$ cat config.mk
export PLATFORM = sky130hd
export DESIGN_NAME = mips_hazard_scoreboard
export DESIGN_NICKNAME = d
export VERILOG_FILES = /design/src/rtl/mips_pkg.sv /design/src/rtl/hazard_match.sv /design/src/rtl/mips_hazard_scoreboard.sv
export SDC_FILE = /design/constraint.sdc
export NUM_CORES = 1
export LEC_CHECK = 0
export CORE_ASPECT_RATIO = 0.75
export CORE_MARGIN = 8
export CORE_UTILIZATION = 45
export DETAILED_ROUTE_END_ITERATION = 8
export PLACE_DENSITY_LB_ADDON = 0.15
export SYNTH_ARGS = -nofsm -noshare
export SYNTH_HDL_FRONTEND = slang
export SYNTH_HIERARCHICAL = 1
export SYNTH_SLANG_ARGS = --single-unit
$ cat constraint.sdc
create_clock -name clk -period 4.7 [get_ports clk]
set_clock_uncertainty 0.2 [all_clocks]
set_input_delay 0.94 -clock clk [delete_from_list [all_inputs] [get_ports clk]]
set_output_delay 0.94 -clock clk [all_outputs]
set_load 0.1 [all_outputs]
$ cat src/rtl/mips_pkg.sv
// Shared MIPS definitions: opcode/funct constants, the scoreboard slot record
// and the forwarding-select encoding used by the hazard unit.
package mips_pkg;

    localparam int REG_AW = 5;

    localparam logic [5:0] OP_RTYPE = 6'h00;
    localparam logic [5:0] OP_ADDI  = 6'h08;
    localparam logic [5:0] OP_LW    = 6'h23;
    localparam logic [5:0] OP_SW    = 6'h2b;
    localparam logic [5:0] OP_BEQ   = 6'h04;
    localparam logic [5:0] OP_J     = 6'h02;
    localparam logic [5:0] FN_ADD   = 6'h20;
    localparam logic [5:0] FN_SUB   = 6'h22;

    // Forwarding select 0 means "take the operand from the register file".
    localparam int FWD_RF = 0;

    typedef struct packed {
        logic              valid;
        logic [REG_AW-1:0] rd;
        logic              is_load;
    } slot_t;

endpackage

$ cat src/rtl/hazard_match.sv
// Per-operand RAW check against the in-flight destination tags; returns the
// hazard flag and the forwarding select for one source register.
module hazard_match
    import mips_pkg::*;
#(
    parameter int DEPTH      = 3,
    parameter int LOAD_READY = 1,
    parameter int FWD_MODE   = 1,
    parameter int FW         = $clog2(DEPTH + 1)
) (
    input  slot_t [DEPTH-1:0] slots_i,
    input  logic [REG_AW-1:0] src_i,
    input  logic              used_i,
    input  logic              id_valid_i,
    output logic              hazard_o,
    output logic [FW-1:0]     fwd_o
);

    logic consider;
    logic hit;
    logic hit_load;
    int   hit_k;

    assign consider = used_i && (src_i != '0) && id_valid_i;

    // Scan oldest to youngest so the youngest writer wins.
    always_comb begin
        hit      = 1'b0;
        hit_load = 1'b0;
        hit_k    = 0;
        for (int k = DEPTH - 1; k >= 0; k--) begin
            if (slots_i[k].valid && (slots_i[k].rd == src_i)) begin
                hit      = 1'b1;
                hit_load = slots_i[k].is_load;
                hit_k    = k;
            end
        end
    end

    always_comb begin
        hazard_o = 1'b0;
        fwd_o    = FW'(FWD_RF);
        if (consider && hit) begin
            if (FWD_MODE == 0) begin
                hazard_o = 1'b1;
            end else if (hit_load && (hit_k < LOAD_READY)) begin
                hazard_o = 1'b1;
            end else begin
                fwd_o = FW'(hit_k + 1);
            end
        end
    end

endmodule

$ cat src/rtl/mips_hazard_scoreboard.sv
// Decode-side scoreboard: shift-pipe of destination tags for EX/MEM/WB that
// drives the decode stall, operand forwarding selects and a stall counter.
module mips_hazard_scoreboard
    import mips_pkg::*;
#(
    parameter int NREG       = 32,
    parameter int AW         = 5,
    parameter int DEPTH      = 3,
    parameter int LOAD_READY = 1,
    parameter int FWD_MODE   = 1,
    parameter int CW         = 16
) (
    input  logic                         clk,
    input  logic                         rst,
    input  logic                         id_valid,
    input  logic [AW-1:0]                id_rs,
    input  logic [AW-1:0]                id_rt,
    input  logic                         id_rs_used,
    input  logic                         id_rt_used,
    input  logic                         id_wr_en,
    input  logic [AW-1:0]                id_rd,
    input  logic                         id_is_load,
    input  logic                         flush,
    output logic                         stall,
    output logic [$clog2(DEPTH+1)-1:0]   fwd_rs,
    output logic [$clog2(DEPTH+1)-1:0]   fwd_rt,
    output logic [NREG-1:0]              busy,
    output logic [CW-1:0]                stall_count
);

    localparam int FW = $clog2(DEPTH + 1);

    slot_t [DEPTH-1:0] slot_q, slot_d;
    logic [CW-1:0]     stall_count_q, stall_count_d;
    logic              hazard_rs, hazard_rt;
    logic              alloc;

    hazard_match #(
        .DEPTH(DEPTH), .LOAD_READY(LOAD_READY), .FWD_MODE(FWD_MODE), .FW(FW)
    ) u_match_rs (
        .slots_i(slot_q), .src_i(REG_AW'(id_rs)), .used_i(id_rs_used),
        .id_valid_i(id_valid), .hazard_o(hazard_rs), .fwd_o(fwd_rs)
    );

    hazard_match #(
        .DEPTH(DEPTH), .LOAD_READY(LOAD_READY), .FWD_MODE(FWD_MODE), .FW(FW)
    ) u_match_rt (
        .slots_i(slot_q), .src_i(REG_AW'(id_rt)), .used_i(id_rt_used),
        .id_valid_i(id_valid), .hazard_o(hazard_rt), .fwd_o(fwd_rt)
    );

    // A squashed instruction never stalls, so flush masks the hazard.
    assign stall = (hazard_rs | hazard_rt) & ~flush;
    assign alloc = id_valid && id_wr_en && (id_rd != '0) && !stall && !flush;

    // The pipe shifts every cycle, even when stalled, so stalls self-clear.
    always_comb begin
        slot_d = slot_q;
        for (int k = DEPTH - 1; k >= 1; k--) begin
            slot_d[k] = slot_q[k-1];
        end
        slot_d[0] = '0;
        if (alloc) begin
            slot_d[0].valid   = 1'b1;
            slot_d[0].rd      = REG_AW'(id_rd);
            slot_d[0].is_load = id_is_load;
        end
    end

    always_comb begin
        stall_count_d = stall_count_q;
        if (stall && (stall_count_q != '1)) begin
            stall_count_d = stall_count_q + CW'(1);
        end
    end

    always_comb begin
        busy = '0;
        for (int k = 0; k < DEPTH; k++) begin
            if (slot_q[k].valid) begin
                busy[slot_q[k].rd] = 1'b1;
            end
        end
        busy[0] = 1'b0;
    end

    assign stall_count = stall_count_q;

    always_ff @(posedge clk or negedge rst) begin
        if (!rst) begin
            slot_q        <= '0;
            stall_count_q <= '0;
        end else begin
            slot_q        <= slot_d;
            stall_count_q <= stall_count_d;
        end
    end

endmodule

==> metrics.md, run 1 <==
| Metric | Value |
|---|---|
| Row cnt | `24` |
| Seq pwr share | `49.2%` |
| CTS H-tree lvls | `2` |
| Top_reg_cell synth | `dfrtp_1` |
| CP max FO | `3` |
| GRT Total Usage | `about a fifth` |
| Via density | `a little under 6` |
| Post-synthesis cell type count | `52` |
| Post-synth EDFFs | `0` |
| Max Slew Vio Count | `0` |
| Max_slew headroom | `around 25%` |
| Final HPWL DP | `6663 µm` |
| Critical path launch point type | `input port` |
| Top sig layer | `met4` |
| WL met2 | `about 4000 µm` |
| Syn_nets | `363` |
| Clock insertion delay at the later pin of the skew report | `about 280 ps` |
| Power Density | `about 180 nW/µm²` |
| Reg clk slew, reported paths | `about 70 ps` |
| DRT met1 WL | `approximately 3800 µm` |
| Routed WL | `8666 µm` |
| Max IR drop VDD | `0.2900 mV` |
| Slew @ Worst Pin | `approximately 1100 ps` |
| Area contributors post-synth | `dfrtp_1 (34%), nand2_1 (10%), a22oi_1 (7.9%), xnor2_1 (5.4%), xor2_1 (5.1%)` |
| Hold Path Class | `flip-flop to flip-flop` |
| Area of the core | `~6000 µm²` |
| Initial antenna violation count | `0` |
| Async S/R FF share, synth | `between 90% and 100%` |
| WL/cell | `between 15 and 20 µm` |
| Internal reg-to-reg setup slack | `about 1300 ps` |
| Wire length on met3 | `roughly 770 µm` |
| Iteration-0 DRC Markers | `roughly 220` |
| DRC viols | `0` |
| Number of global-route vias before repair | `a little under 3k` |
| P&R area growth vs syn | `39.60%` |
| Status | `finished clean` |
| Setup tns final | `0 ps` |
| Arrival time worst endpoint | `around 3500 ps` |
| Share of layout cells above drive strength 1 | `18.84%` |
| CTS max path bufs | `2` |
| Die height | `about 84 µm` |
| Min cycle time layout | `4608 ps` |
| Yosys top cell by area | `dfrtp_1` |
| Syn Inst Count | `337` |
| Final setup fails | `0` |
| Leak | `roughly 1.8 nW` |
| Fmax | `between 0.2 and 0.25 GHz` |
| Combinational power share | `a little over an eighth` |
| Die Width | `around 110 µm` |
| DR vias | `~3k` |
| TritonCTS buffer count | `5` |
| Root buf cell | `clkbuf_8` |
| Filler instances | `503` |
| Post-synthesis sequential area ratio | `roughly 34%` |
| Detail Route Antenna Nets | `0` |
| Synth Cell Area | `between 2000 and 3000 µm²` |
| Initial core utilization | `between 40% and 50%` |
| Switching Share | `about a quarter` |
| TritonCTS clock tree | `built` |
| CP Capture Type | `output pin` |
| Port Buffers | `74` |
| Register bit total from synthesis | `37` |
| Max cap viols | `0` |
| Count of nets after finishing | `456` |
| Avg Cell Area, Syn | `8.194 µm²` |
| N_diodes | `0` |
| Drt first pass iters | `6` |
| Ports | `between 70 and 80` |
| Switch Pwr | `between 0.00015 and 0.0002 W` |
| Routability cong. | `~0.98` |
| First-pass GRT wire length | `around 14000 µm` |
| CTS Sinks | `37` |
| Clock Power Share | `roughly 38%` |
| Fin crit share | `~100%` |
| Final Hold Viols | `0` |
| Pint | `between 0.0005 and 0.0006 W` |
| Largest net degree at the start of global routing | `38` |
| Post-CTS Setup Bufs | `0` |
| GR Overflow Total | `0` |
| Data required time at the worst endpoint | `between 3000 and 4000 ps` |
| Layout Utilization | `65.50%` |
| Top-area cell type share of the netlist area | `33.53%` |
| Synth warnings | `6` |
| Critical path type | `input port to output pin` |
| Die ar. | `between 8000 and 9000 µm²` |
-- routing by layer --
layer  track usage, %  up-vias
li1                 -     1399
met1            25.48     1470
met2            29.76      140
met3            4.398        6
met4            3.439        0
met5                0        -
-- cell families (layout without fill, tap and decap cells) --
| group | Yosys count | in the layout | share of synthesized area [%] |
|---|---|---|---|
| adder cells (fa/ha/maj) | 3 | 3 | 1.359 |
| flip-flops | 37 | 37 | 33.53 |
| XOR/XNOR | 33 | 33 | 10.47 |
| AO/OA/AOI/OAI | 58 | 58 | 15.90 |
| AND/OR/NAND/NOR | 179 | 179 | 34.07 |
| buffers and inverters | 23 | 116 | 3.308 |
| multiplexers | 3 | 3 | 1.223 |
| other | 1 | 1 | 0.1358 |
-- repair_timing --
action,4_1_cts,5_1_grt
endpoints found under the setup margin,1,5
gates cloned,0,0
hold buffers,0,0
resized for setup,1,9
pin swaps,0,1
-- registers in the layout (all words and copies together) (netlist names) --
signal / cells
slot_d: 14
slot_q: 7
stall_count: 16
-- cell usage in the layout (no fill, tap or decap), drive strengths merged, types with 12 or more instances in the layout --
cell type / n
nand2: 76
buf: 51
clkdlybuf4s50: 43
dfrtp: 37
a22oi: 29
xnor2: 17
xor2: 16
nor2: 15
inv: 15
and3: 15
nor3b: 12
-- stage by stage --
stage                     area (µm²)  cells  hold slack (ps)  power (W)  setup WS [ps]
after global placement          3720    501            202.6  0.0004270          25.25
after CTS                       3827    508            225.5  0.0006875          41.85
after detailed placement        3720    501            208.7  0.0004290         -45.13
final                           3855    508            227.1  0.0006825          91.64
after floorplan                 2781    337            173.8  0.0003769         -47.45
after global routing            3855    508            238.2  0.0007085         -19.49
-- worst max-delay path: stages --
cell             delay (ps)
clkdlybuf4s50_1         500
inv_2                    50
a221o_1                 370
or3_4                   400
nor2_2                  140
inv_1                    50
ha_1                    190
a21boi_0                140
buf_4                   170
a211oi_2                280
buf_12                  210
-- power groups by stage --
stage	sequential (W)	combinational, W	clock (W)
after detailed placement	0.000341	0.0000877	0
after global placement	0.000341	0.0000859	0
after global routing	0.000336	0.0000959	0.000276
after floorplan	0.000337	0.0000400	0
after CTS	0.000335	0.0000882	0.000264
final	0.000336	0.0000889	0.000258
-- final timing paths --
| kind | start | to | cells past startpoint |
|---|---|---|---|
| min in group asynchronous | rst | stall_count[5]$_DFFE_PN0P_ | 2 |
| min reg2reg | slot_d[7]$_DFF_PN0_ | slot_d[14]$_DFF_PN0_ | 0 |
| max in group asynchronous | rst | slot_d[18]$_DFF_PN0_ | 2 |
| max reg2reg | slot_d[18]$_DFF_PN0_ | stall_count[13]$_DFFE_PN0P_ | 13 |
| min | slot_d[7]$_DFF_PN0_ | slot_d[14]$_DFF_PN0_ | 0 |
| max | id_rs[0] | fwd_rs[0] | 11 |
-- synth_stat cells (2+ instances only) --
cell and count:
a311o_1 2, or3_1 2, nor3b_1 12, clkbuf_1 5, o31ai_1 2, o2111ai_1 2
a22oi_1 29, nor4_1 9, a211oi_1 4, a221o_1 2, nor2b_1 3, xor2_1 16
nand4_1 6, nand3_1 9, and3b_1 8, nand2b_1 2, ha_1 3, mux2_2 2
xnor2_1 17, a222oi_1 2, and2_1 6, nand2_1 75, nor2_1 15, o21a_1 2
a21oi_1 4, dfrtp_1 37, a21boi_0 2, o21ai_0 2, and3b_2 2, inv_2 2
inv_1 13, and3_1 13, nor3_1 8
-- area by class of cell --
type                    instances  area, µm²  area share, %
multi-input cells             277       1795          46.58
flip-flops and latches         37      925.9          24.02
repair buffers                 94      875.8          22.72
well taps                      78      97.59          2.532
clock buffers                   5      68.82          1.785
inverters                      15      56.30          1.461
clock inverters                 2      35.03         0.9088
Note: power is estimated with default switching activity, not from simulation.
==> run 2, diff against run 1 <==
CORE_MARGIN = 4   (was 8)
==> metrics.md, run 2 (synthesis gave the netlist of run 1 again) <==
| Metric | Value |
|---|---|
| Status | `finished clean` |
| Final setup fails | `0` |
| Final HPWL DP | `6504 µm` |
| Leak | `between 1.5 and 2 nW` |
| Worst hold slack | `236.5 ps` |
| Placed insts | `500` |
| Root buf cell | `clkbuf_8` |
| CTS max path bufs | `2` |
| Switching Share | `approximately 27%` |
| DR vias | `3013` |
| Worst hold endpoint | `slot_q[14]$_DFF_PN0_` |
| RSZ-0062 raised after global routing | `false` |
| Layout Utilization | `between 60% and 70%` |
| Area of the core | `roughly 6000 µm²` |
| Die ar. | `7467 µm²` |
| Hold Path Class | `flip-flop to flip-flop` |
| Die height | `roughly 76 µm` |
| CP max FO | `3` |
| Max Slew Vio Count | `0` |
| Power Density | `roughly 170 nW/µm²` |
| Switch Pwr | `roughly 0.00017 W` |
| Worst path max stage delay | `around 500 ps` |
| Largest register FFs | `16` |
| P&R area growth vs syn | `38.42%` |
| TritonCTS clock tree | `built` |
| Initial antenna violation count | `0` |
| N_diodes | `0` |
| Final Hold Viols | `0` |
| CTS Sinks | `37` |
| CP Capture Type | `output pin` |
| Drt first pass iters | `5` |
| DRC viols | `0` |
| Share of layout cells above drive strength 1 | `between 15 and 20%` |
| Buf/Inv on CP | `5` |
| FF-to-FF End | `stall_count[14]$_DFFE_PN0P_` |
| Fmax | `approximately 0.22 GHz` |
| WL/cell | `17.29 µm` |
| Combinational power share | `around 14%` |
| Via density | `just under 6` |
| Routability cong. | `~0.94` |
| Critical path launch point type | `input port` |
| Fin cells | `approximately 510` |
| Critical R2R Launch | `slot_d[18]$_DFF_PN0_` |
| Max_slew headroom | `18.49%` |
| Min cycle time layout | `between 4000 and 5000 ps` |
| Top delay family on crit path | `buffers and inverters` |
| Worst path slowest cell | `clkdlybuf4s50_1` |
| Commonest non-fill, non-tap cells in the layout | `nand2_1 (75), buf_4 (45), clkdlybuf4s50_1 (43)` |
| Slew @ Worst Pin | `1220 ps` |
| Critical-path cell list | `clkdlybuf4s50_1 -> inv_2 -> a221o_1 -> or3_1 -> nor2_2 -> inv_1 -> ha_1 -> a21boi_0 -> buf_4 -> a211oi_4 -> buf_12` |
| Die Width | `roughly 98 µm` |
| Critical path type | `input port to output pin` |
| Internal reg-to-reg setup slack | `approximately 1300 ps` |
| Fin crit share | `roughly 98%` |
| Setup tns final | `0 ps` |
| Number of global-route vias before repair | `about 2.8k` |
| Hold path cells | `0` |
| Design Power | `~0.00064 W` |
| Commonest non-fill, non-tap cell in the layout | `nand2_1` |
| Worst reg-to-reg path cell count | `15` |
| CTS H-tree lvls | `2` |
| Max cap viols | `0` |
| First-pass GRT wire length | `13950 µm` |
| TritonCTS buffer count | `5` |
| Pint | `around 0.00047 W` |
| Row cnt | `24` |
| Detail Route Antenna Nets | `0` |
| Iteration-0 DRC Markers | `slightly below 300` |
| Routed WL | `~8800 µm` |
| Initial core utilization | `between 40% and 50%` |
| Data required time at the worst endpoint | `approximately 3600 ps` |
| Arrival time worst endpoint | `3450 ps` |
| Largest net degree at the start of global routing | `38` |
| Ports | `76` |
| Clock Power Share | `33.5%` |
| Clock insertion delay at the later pin of the skew report | `about 290 ps` |
| Max IR drop VDD | `between 0.15 and 0.2 mV` |
| HP Start | `slot_d[14]$_DFF_PN0_` |
| Count of nets after finishing | `about 460` |
| GRT Total Usage | `23.16%` |
| Cts hold-fix bufs | `0` |
| Seq pwr share | `between 50% and 60%` |
| Port Buffers | `74` |
| Filler instances | `about 520` |
| Reg clk slew, reported paths | `roughly 80 ps` |
| GR Overflow Total | `0` |
run 2: layer usage:
layer | part of all wire (%) | global-route usage, % | vias up
li1 | - | - | 1402
met1 | 46 | 32.86 | 1443
met2 | 44 | 35.66 | 151
met3 | 8.4 | 5.855 | 17
met4 | 1.4 | 6.061 | 0
met5 | 0 | 0 | -
run 2: worst max path at each step:
stage | cells after the start | slack [ps] | start | endpoint
after floorplan | 8 | -50 | id_rs[3] | fwd_rs[0]
after global placement | 12 | 50 | id_rt[0] | stall
after detailed placement | 12 | -30 | id_rs[0] | stall
after CTS | 12 | 50 | id_rt[0] | stall
after global routing | 11 | 0.4 | id_rs[0] | fwd_rs[1]
final | 11 | 110 | id_rs[0] | fwd_rs[1]
run 2: through the flow:
step	cell area [µm²]	setup slack [ps]
finish	3822	105.6
global route	3822	0.3577
CTS	3802	53.48
detailed placement	3712	-27.23
floorplan	2781	-47.45
global placement	3712	50.82
run 2: layout make-up:
class                           instances  area [µm²]  area share, %
Clock buffer                            5       68.82          1.800
Clock inverter                          3       17.52         0.4583
Inverter                               15       56.30          1.473
Multi-Input combinational cell        277        1788          46.78
Sequential cell                        37       925.9          24.22
Tap cell                               78       97.59          2.553
Timing Repair Buffer                   93       868.3          22.72
run 2: what timing repair did:
item | 4_1_cts | 5_1_grt
setup endpoints to repair | 1 | 2
cloned | 0 | 0
setup buffers | 0 | 0
gates resized for setup | 1 | 5
run 2: power groups by stage:
stage | registers, W | logic, W | clock network, W
5_1_grt | 0.000337 | 0.0000941 | 0.000237
3_5_place_dp | 0.000342 | 0.0000865 | 0
6_report | 0.000336 | 0.0000882 | 0.000214
3_3_place_gp | 0.000341 | 0.0000852 | 0
4_1_cts | 0.000336 | 0.0000872 | 0.000221
2_1_floorplan | 0.000337 | 0.0000400 | 0
